--- src/rtl/multicycle_controller.sv ---
`default_nettype none
// ---------------------------------------------------------------------------
// multicycle_controller : Moore control FSM for a multicycle MIPS-style datapath
// Revision: 1.0
// ---------------------------------------------------------------------------
module multicycle_controller #(
  parameter int CNT_W       = 32,
  parameter int MEM_TIMEOUT = 255
) (
  input  logic             clk,
  input  logic             reset_n,
  input  logic [5:0]       opcode,
  input  logic             mem_ready,
  output logic             pc_write,
  output logic             pc_write_cond,
  output logic             i_or_d,
  output logic             mem_read,
  output logic             mem_write,
  output logic             ir_write,
  output logic             mem_to_reg,
  output logic             reg_dst,
  output logic             reg_write,
  output logic             alu_src_a,
  output logic [1:0]       alu_src_b,
  output logic [1:0]       alu_op,
  output logic [1:0]       pc_source,
  output logic             ext_zero,
  output logic             illegal_op,
  output logic             instr_done,
  output logic [CNT_W-1:0] retired
);

  localparam logic [5:0] OP_R    = 6'h00;
  localparam logic [5:0] OP_LW   = 6'h23;
  localparam logic [5:0] OP_SW   = 6'h2B;
  localparam logic [5:0] OP_BEQ  = 6'h04;
  localparam logic [5:0] OP_J    = 6'h02;
  localparam logic [5:0] OP_ADDI = 6'h08;
  localparam logic [5:0] OP_ANDI = 6'h0C;
  localparam logic [5:0] OP_ORI  = 6'h0D;

  localparam int TW = (MEM_TIMEOUT > 1) ? $clog2(MEM_TIMEOUT) : 1;
  localparam logic [TW-1:0] TLAST = TW'((MEM_TIMEOUT > 0) ? MEM_TIMEOUT - 1 : 0);

  typedef enum logic [3:0] {
    IDLE, FETCH, DECODE, MEM_ADDR, MEM_READ, MEM_WB, MEM_WRITE,
    EXECUTE, R_WB, BRANCH, JUMP, IMM_EXEC, IMM_WB, HALT
  } state_t;

  state_t        state;
  state_t        state_nxt;
  logic [TW-1:0] tcnt;
  logic          pc_write_q;
  logic          done_q;
  logic          wait_mem;
  logic          timeout;
  logic          imm_zext;

  assign wait_mem = ((state == FETCH) || (state == MEM_READ) || (state == MEM_WRITE)) && !mem_ready;
  assign timeout  = (MEM_TIMEOUT != 0) && (tcnt == TLAST);
  assign imm_zext = (opcode == OP_ANDI) || (opcode == OP_ORI);

  // Handshake-completion strobes must follow mem_ready in the same cycle.
  assign ir_write   = (state == FETCH) && mem_ready;
  assign pc_write   = pc_write_q || ((state == FETCH) && mem_ready);
  assign instr_done = done_q || ((state == MEM_WRITE) && mem_ready);

  always_comb begin
    state_nxt = state;
    case (state)
      IDLE:      state_nxt = FETCH;
      FETCH:     if (mem_ready) state_nxt = DECODE;
                 else if (timeout) state_nxt = HALT;
      DECODE: begin
        case (opcode)
          OP_LW, OP_SW:            state_nxt = MEM_ADDR;
          OP_R:                    state_nxt = EXECUTE;
          OP_BEQ:                  state_nxt = BRANCH;
          OP_J:                    state_nxt = JUMP;
          OP_ADDI, OP_ANDI, OP_ORI: state_nxt = IMM_EXEC;
          default:                 state_nxt = HALT;
        endcase
      end
      MEM_ADDR:  state_nxt = (opcode == OP_SW) ? MEM_WRITE : MEM_READ;
      MEM_READ:  if (mem_ready) state_nxt = MEM_WB;
                 else if (timeout) state_nxt = HALT;
      MEM_WB:    state_nxt = FETCH;
      MEM_WRITE: if (mem_ready) state_nxt = FETCH;
                 else if (timeout) state_nxt = HALT;
      EXECUTE:   state_nxt = R_WB;
      R_WB:      state_nxt = FETCH;
      BRANCH:    state_nxt = FETCH;
      JUMP:      state_nxt = FETCH;
      IMM_EXEC:  state_nxt = IMM_WB;
      IMM_WB:    state_nxt = FETCH;
      HALT:      state_nxt = HALT;
      default:   state_nxt = IDLE;
    endcase
  end

  // Outputs are registered from the state being entered, so they line up with it.
  always_ff @(posedge clk) begin
    if (!reset_n) begin
      state         <= IDLE;
      tcnt          <= '0;
      retired       <= '0;
      pc_write_q    <= 1'b0;
      pc_write_cond <= 1'b0;
      i_or_d        <= 1'b0;
      mem_read      <= 1'b0;
      mem_write     <= 1'b0;
      mem_to_reg    <= 1'b0;
      reg_dst       <= 1'b0;
      reg_write     <= 1'b0;
      alu_src_a     <= 1'b0;
      alu_src_b     <= 2'b00;
      alu_op        <= 2'b00;
      pc_source     <= 2'b00;
      ext_zero      <= 1'b0;
      illegal_op    <= 1'b0;
      done_q        <= 1'b0;
    end else begin
      state <= state_nxt;
      tcnt  <= (wait_mem && (state_nxt == state)) ? tcnt + TW'(1) : '0;
      if (instr_done) retired <= retired + CNT_W'(1);

      pc_write_q    <= 1'b0;
      pc_write_cond <= 1'b0;
      i_or_d        <= 1'b0;
      mem_read      <= 1'b0;
      mem_write     <= 1'b0;
      mem_to_reg    <= 1'b0;
      reg_dst       <= 1'b0;
      reg_write     <= 1'b0;
      alu_src_a     <= 1'b0;
      alu_src_b     <= 2'b00;
      alu_op        <= 2'b00;
      pc_source     <= 2'b00;
      ext_zero      <= 1'b0;
      illegal_op    <= 1'b0;
      done_q        <= 1'b0;

      case (state_nxt)
        FETCH:     begin mem_read <= 1'b1; alu_src_b <= 2'b01; end
        DECODE:    alu_src_b <= 2'b11;
        MEM_ADDR:  begin alu_src_a <= 1'b1; alu_src_b <= 2'b10; end
        MEM_READ:  begin mem_read <= 1'b1; i_or_d <= 1'b1; end
        MEM_WB:    begin reg_write <= 1'b1; mem_to_reg <= 1'b1; done_q <= 1'b1; end
        MEM_WRITE: begin mem_write <= 1'b1; i_or_d <= 1'b1; end
        EXECUTE:   begin alu_src_a <= 1'b1; alu_op <= 2'b10; end
        R_WB:      begin reg_write <= 1'b1; reg_dst <= 1'b1; done_q <= 1'b1; end
        BRANCH: begin
          alu_src_a     <= 1'b1;
          alu_op        <= 2'b01;
          pc_write_cond <= 1'b1;
          pc_source     <= 2'b01;
          done_q        <= 1'b1;
        end
        JUMP:      begin pc_write_q <= 1'b1; pc_source <= 2'b10; done_q <= 1'b1; end
        IMM_EXEC: begin
          alu_src_a <= 1'b1;
          alu_src_b <= 2'b10;
          alu_op    <= 2'b11;
          ext_zero  <= imm_zext;
        end
        IMM_WB:    begin reg_write <= 1'b1; ext_zero <= imm_zext; done_q <= 1'b1; end
        HALT:      illegal_op <= 1'b1;
        default:   ;
      endcase
    end
  end

endmodule
`default_nettype wire

--- config.mk ---
export PLATFORM = sky130hd
export DESIGN_NAME = multicycle_controller
export DESIGN_NICKNAME = d
export VERILOG_FILES = /design/src/rtl/multicycle_controller.sv
export SDC_FILE = /design/constraint.sdc
export NUM_CORES = 1
export LEC_CHECK = 0
export ABC_AREA = 1
export CORE_MARGIN = 4
export CORE_UTILIZATION = 30
export CTS_BUF_LIST = sky130_fd_sc_hd__clkbuf_16
export DETAILED_ROUTE_END_ITERATION = 10
export SYNTH_ARGS = -nofsm -noshare
export SYNTH_HDL_FRONTEND = slang
export SYNTH_SLANG_ARGS = --single-unit
--- constraint.sdc ---
create_clock -name clk -period 1.93 [get_ports clk]
set_input_delay 0.2895 -clock clk [delete_from_list [all_inputs] [get_ports clk]]
set_output_delay 0.2895 -clock clk [all_outputs]
set_load 0.05 [all_outputs]
==> results_dict.tcl <==
set metrics [dict create \
    placed_cell_area_mm2 0.00408 \
    vias 3255 \
    synthFlopType "dfxtp_1" \
    finalSetupViolCount 0 \
    grt_max_degree 23 \
    worstHoldPathType "reg2reg" \
    areaGrowthSynthToFinish_pct 37.8 \
    grt_pass1_wl_mm 14.6 \
    worstHoldStart "retired[0]" \
    regMostFlops "retired" \
    startpoint "retired[1]" \
    peakVddDrop_mv 0.451 \
    critPathLaunchType "flop" \
    syn_inst 476 \
    syn_avg_cell_area_um2 6.75 \
    p_leak_uw 0.00185 \
    cts_max_path_buffers 2 \
    path_max_fanout 5 \
    hold_violations 0 \
    drt_wl_total_mm 8.65 \
    synth_warnings 0 \
    r2r_start "tcnt[0]" \
    hold_end "retired[0]" \
    synth_seq_cells 61 \
    cp-end-kind "output port" \
    die-area_mm2 0.0124 \
    reg_top3 "retired x32, tcnt x8, state x4" \
    cts-root-buf "clkbuf_16" \
    rows 37 \
    reg2reg_to "done_q" \
    synthDistinctLibCells 41 \
    drc 0 \
    antenna_left 0 \
    htreeDepth 3 \
    die_h_um 112 \
    power_density_mw_per_mm2 844 \
    arrival_ns 1.57 \
    track_usage_pct 14.3 \
    overflow 0 \
    grt_pass1_vias 3128 \
    clk_pin_slew_ns 0.06 \
    whs_path_depth 1 \
    tightest_slew_ns 0.513 \
    layout-drive-gt1-share_pct 18.2 \
    dpl.cell_count 684 \
    largest_reg_flops 32 \
    cp_num_buf_inv 1 \
    num-fill-cells 1091 \
    dr.pass1.iters 4 \
    report.final.slew_viol_count 0 \
    cp_top_family "buffers and inverters" \
    dpl.hpwl_mm 6.61 \
    clock_latency_ns 0.33 \
    hold_buffers 0 \
    synth_edf_count 0 \
    ys_seq_area_share_pct 38.0 \
    gp_congestion 0.862 \
    initialDrtViolationCount 152 \
    cap_violations 0 \
    max_stage_delay_ns 0.84 \
    wire_per_inst_um 12.3 \
    num_antenna_cells 0 \
    cts_buffers 9 \
    finish.utilization_pct 42.7 \
    status "finished clean" \
    core_mm2 0.0104 \
    r2r_cells 12 \
    stdcell_count 701 \
    antenna_found_initial 0 \
    fmax_mhz 537 \
    rrSetupSlack_ns 0.21 \
    viasPerCell 4.64 \
    worstSetupPathType "reg2out" \
    fin_nets 572 \
    cts.sinks 61 \
    synth.cell_area_mm2 0.00321 \
    maxSlewHeadroom_pct 65.7 \
    finClkSkew_ns 0.00764 \
    fp.dieW_um 112 \
    port_buffers 59 \
    cts_tree "built" \
    cp_data_required_time_ns 1.64 \
    async_flop_share_pct 0 \
    fin_setup_tns_ns 0 \
    min_period_ns 1.86 \
    cp_cell_sequence "clkdlybuf4s50_1" \
    slowest_stage "clkdlybuf4s50_1" \
    min_period_over_period_pct 96.5 \
    final_area_mm2 0.00443 \
    start_util_pct 31.0 \
    synth_fp_nets 488 \
    io_pins 60 \
]
==> layout make-up <==
| cell class | count | area [um^2] | share of cell area (%) |
|---|---|---|---|
| Tap cell | 136 | 170 | 3.84 |
| Timing Repair Buffer | 82 | 763 | 17.2 |
| Clock buffer | 9 | 225 | 5.09 |
| Multi-Input combinational cell | 348 | 1750 | 39.5 |
| Sequential cell | 61 | 1230 | 27.8 |
| Clock inverter | 7 | 72.6 | 1.64 |
| Inverter | 58 | 218 | 4.92 |
==> where the power goes <==
part / internal (uW) / leakage, uW / total, uW / switching (uW)
clock network: 1000 / 0.000144 / 1610 / 604
registers: 1320 / 0.000496 / 1360 / 43.6
logic: 273 / 0.00121 / 769 / 496
total: 2590 / 0.00185 / 3740 / 1140
==> synthesized netlist by cell type, drive strengths merged, types with 4 or more instances <==
cell    number  area (um^2)
nand2      120          470
nor2        94          385
dfxtp       61         1220
inv         57          214
nand3       28          145
a21oi       25          140
nor3        17         95.1
nand4       14         93.8
o21ai       13         72.6
xor2        10         87.6
xnor2        8         70.1
clkbuf       5         18.8
buf          4         25.0
==> per-stage QoR <==
| stage | power, uW | setup WS, ns | hold WS (ns) |
|---|---|---|---|
| finish | 3740 | 0.0682 | 0.488 |
| global route | 3910 | -0.00117 | 0.511 |
| CTS | 3770 | 0.00589 | 0.490 |
| detailed placement | 2140 | -0.145 | 0.483 |
| global placement | 2140 | -0.123 | 0.474 |
| floorplan | 1860 | 0.0437 | 0.434 |
==> layout by cell type, fill, tap and decap left out, drive strengths merged, types with 2 or more instances in the layout <==
cell type	instances
nor3b	3
dfxtp	61
ha	3
o21ai	13
dlymetal6s2s	4
xor2	10
clkinv	4
nand2	120
buf	40
clkbuf	9
inv	59
xnor2	8
nand3	28
nor2	94
nand4	14
nor3	17
clkdlybuf4s50	38
or2	3
and3	2
nand3b	2
a21oi	25
==> per-layer routing <==
layer / track usage, % / wire length (um) / vias up
met5: 0 / 0 / -
li1: - / - / 1681
met3: 4.02 / 548 / 16
met1: 17.4 / 3730 / 1461
met2: 23.7 / 4170 / 97
met4: 6.08 / 191 / 0
==> repair_timing <==
| item | in CTS | in global routing |
|---|---|---|
| setup endpoints to repair | 2 | 12 |
| setup buffers | 1 | 0 |
| resized for setup | 5 | 13 |
| pin swaps | 0 | 1 |
==> logic make-up after synthesis <==
| group | Yosys count | synth area share, % |
|---|---|---|
| AO/OA/AOI/OAI | 42 | 7.55 |
| XOR/XNOR | 18 | 4.90 |
| adder cells (fa/ha/maj) | 3 | 1.17 |
| buffers and inverters | 67 | 8.14 |
| flip-flops | 61 | 38.0 |
| AND/OR/NAND/NOR | 285 | 40.2 |
==> how the worst max path moves through the flow <==
stage,end,cells past startpoint
after floorplan,retired[18],8
after global placement,done_q,12
after detailed placement,done_q,12
after CTS,pc_write,8
after global routing,retired[29],12
final,retired[1],1
Power figures use the tool's default switching activity.
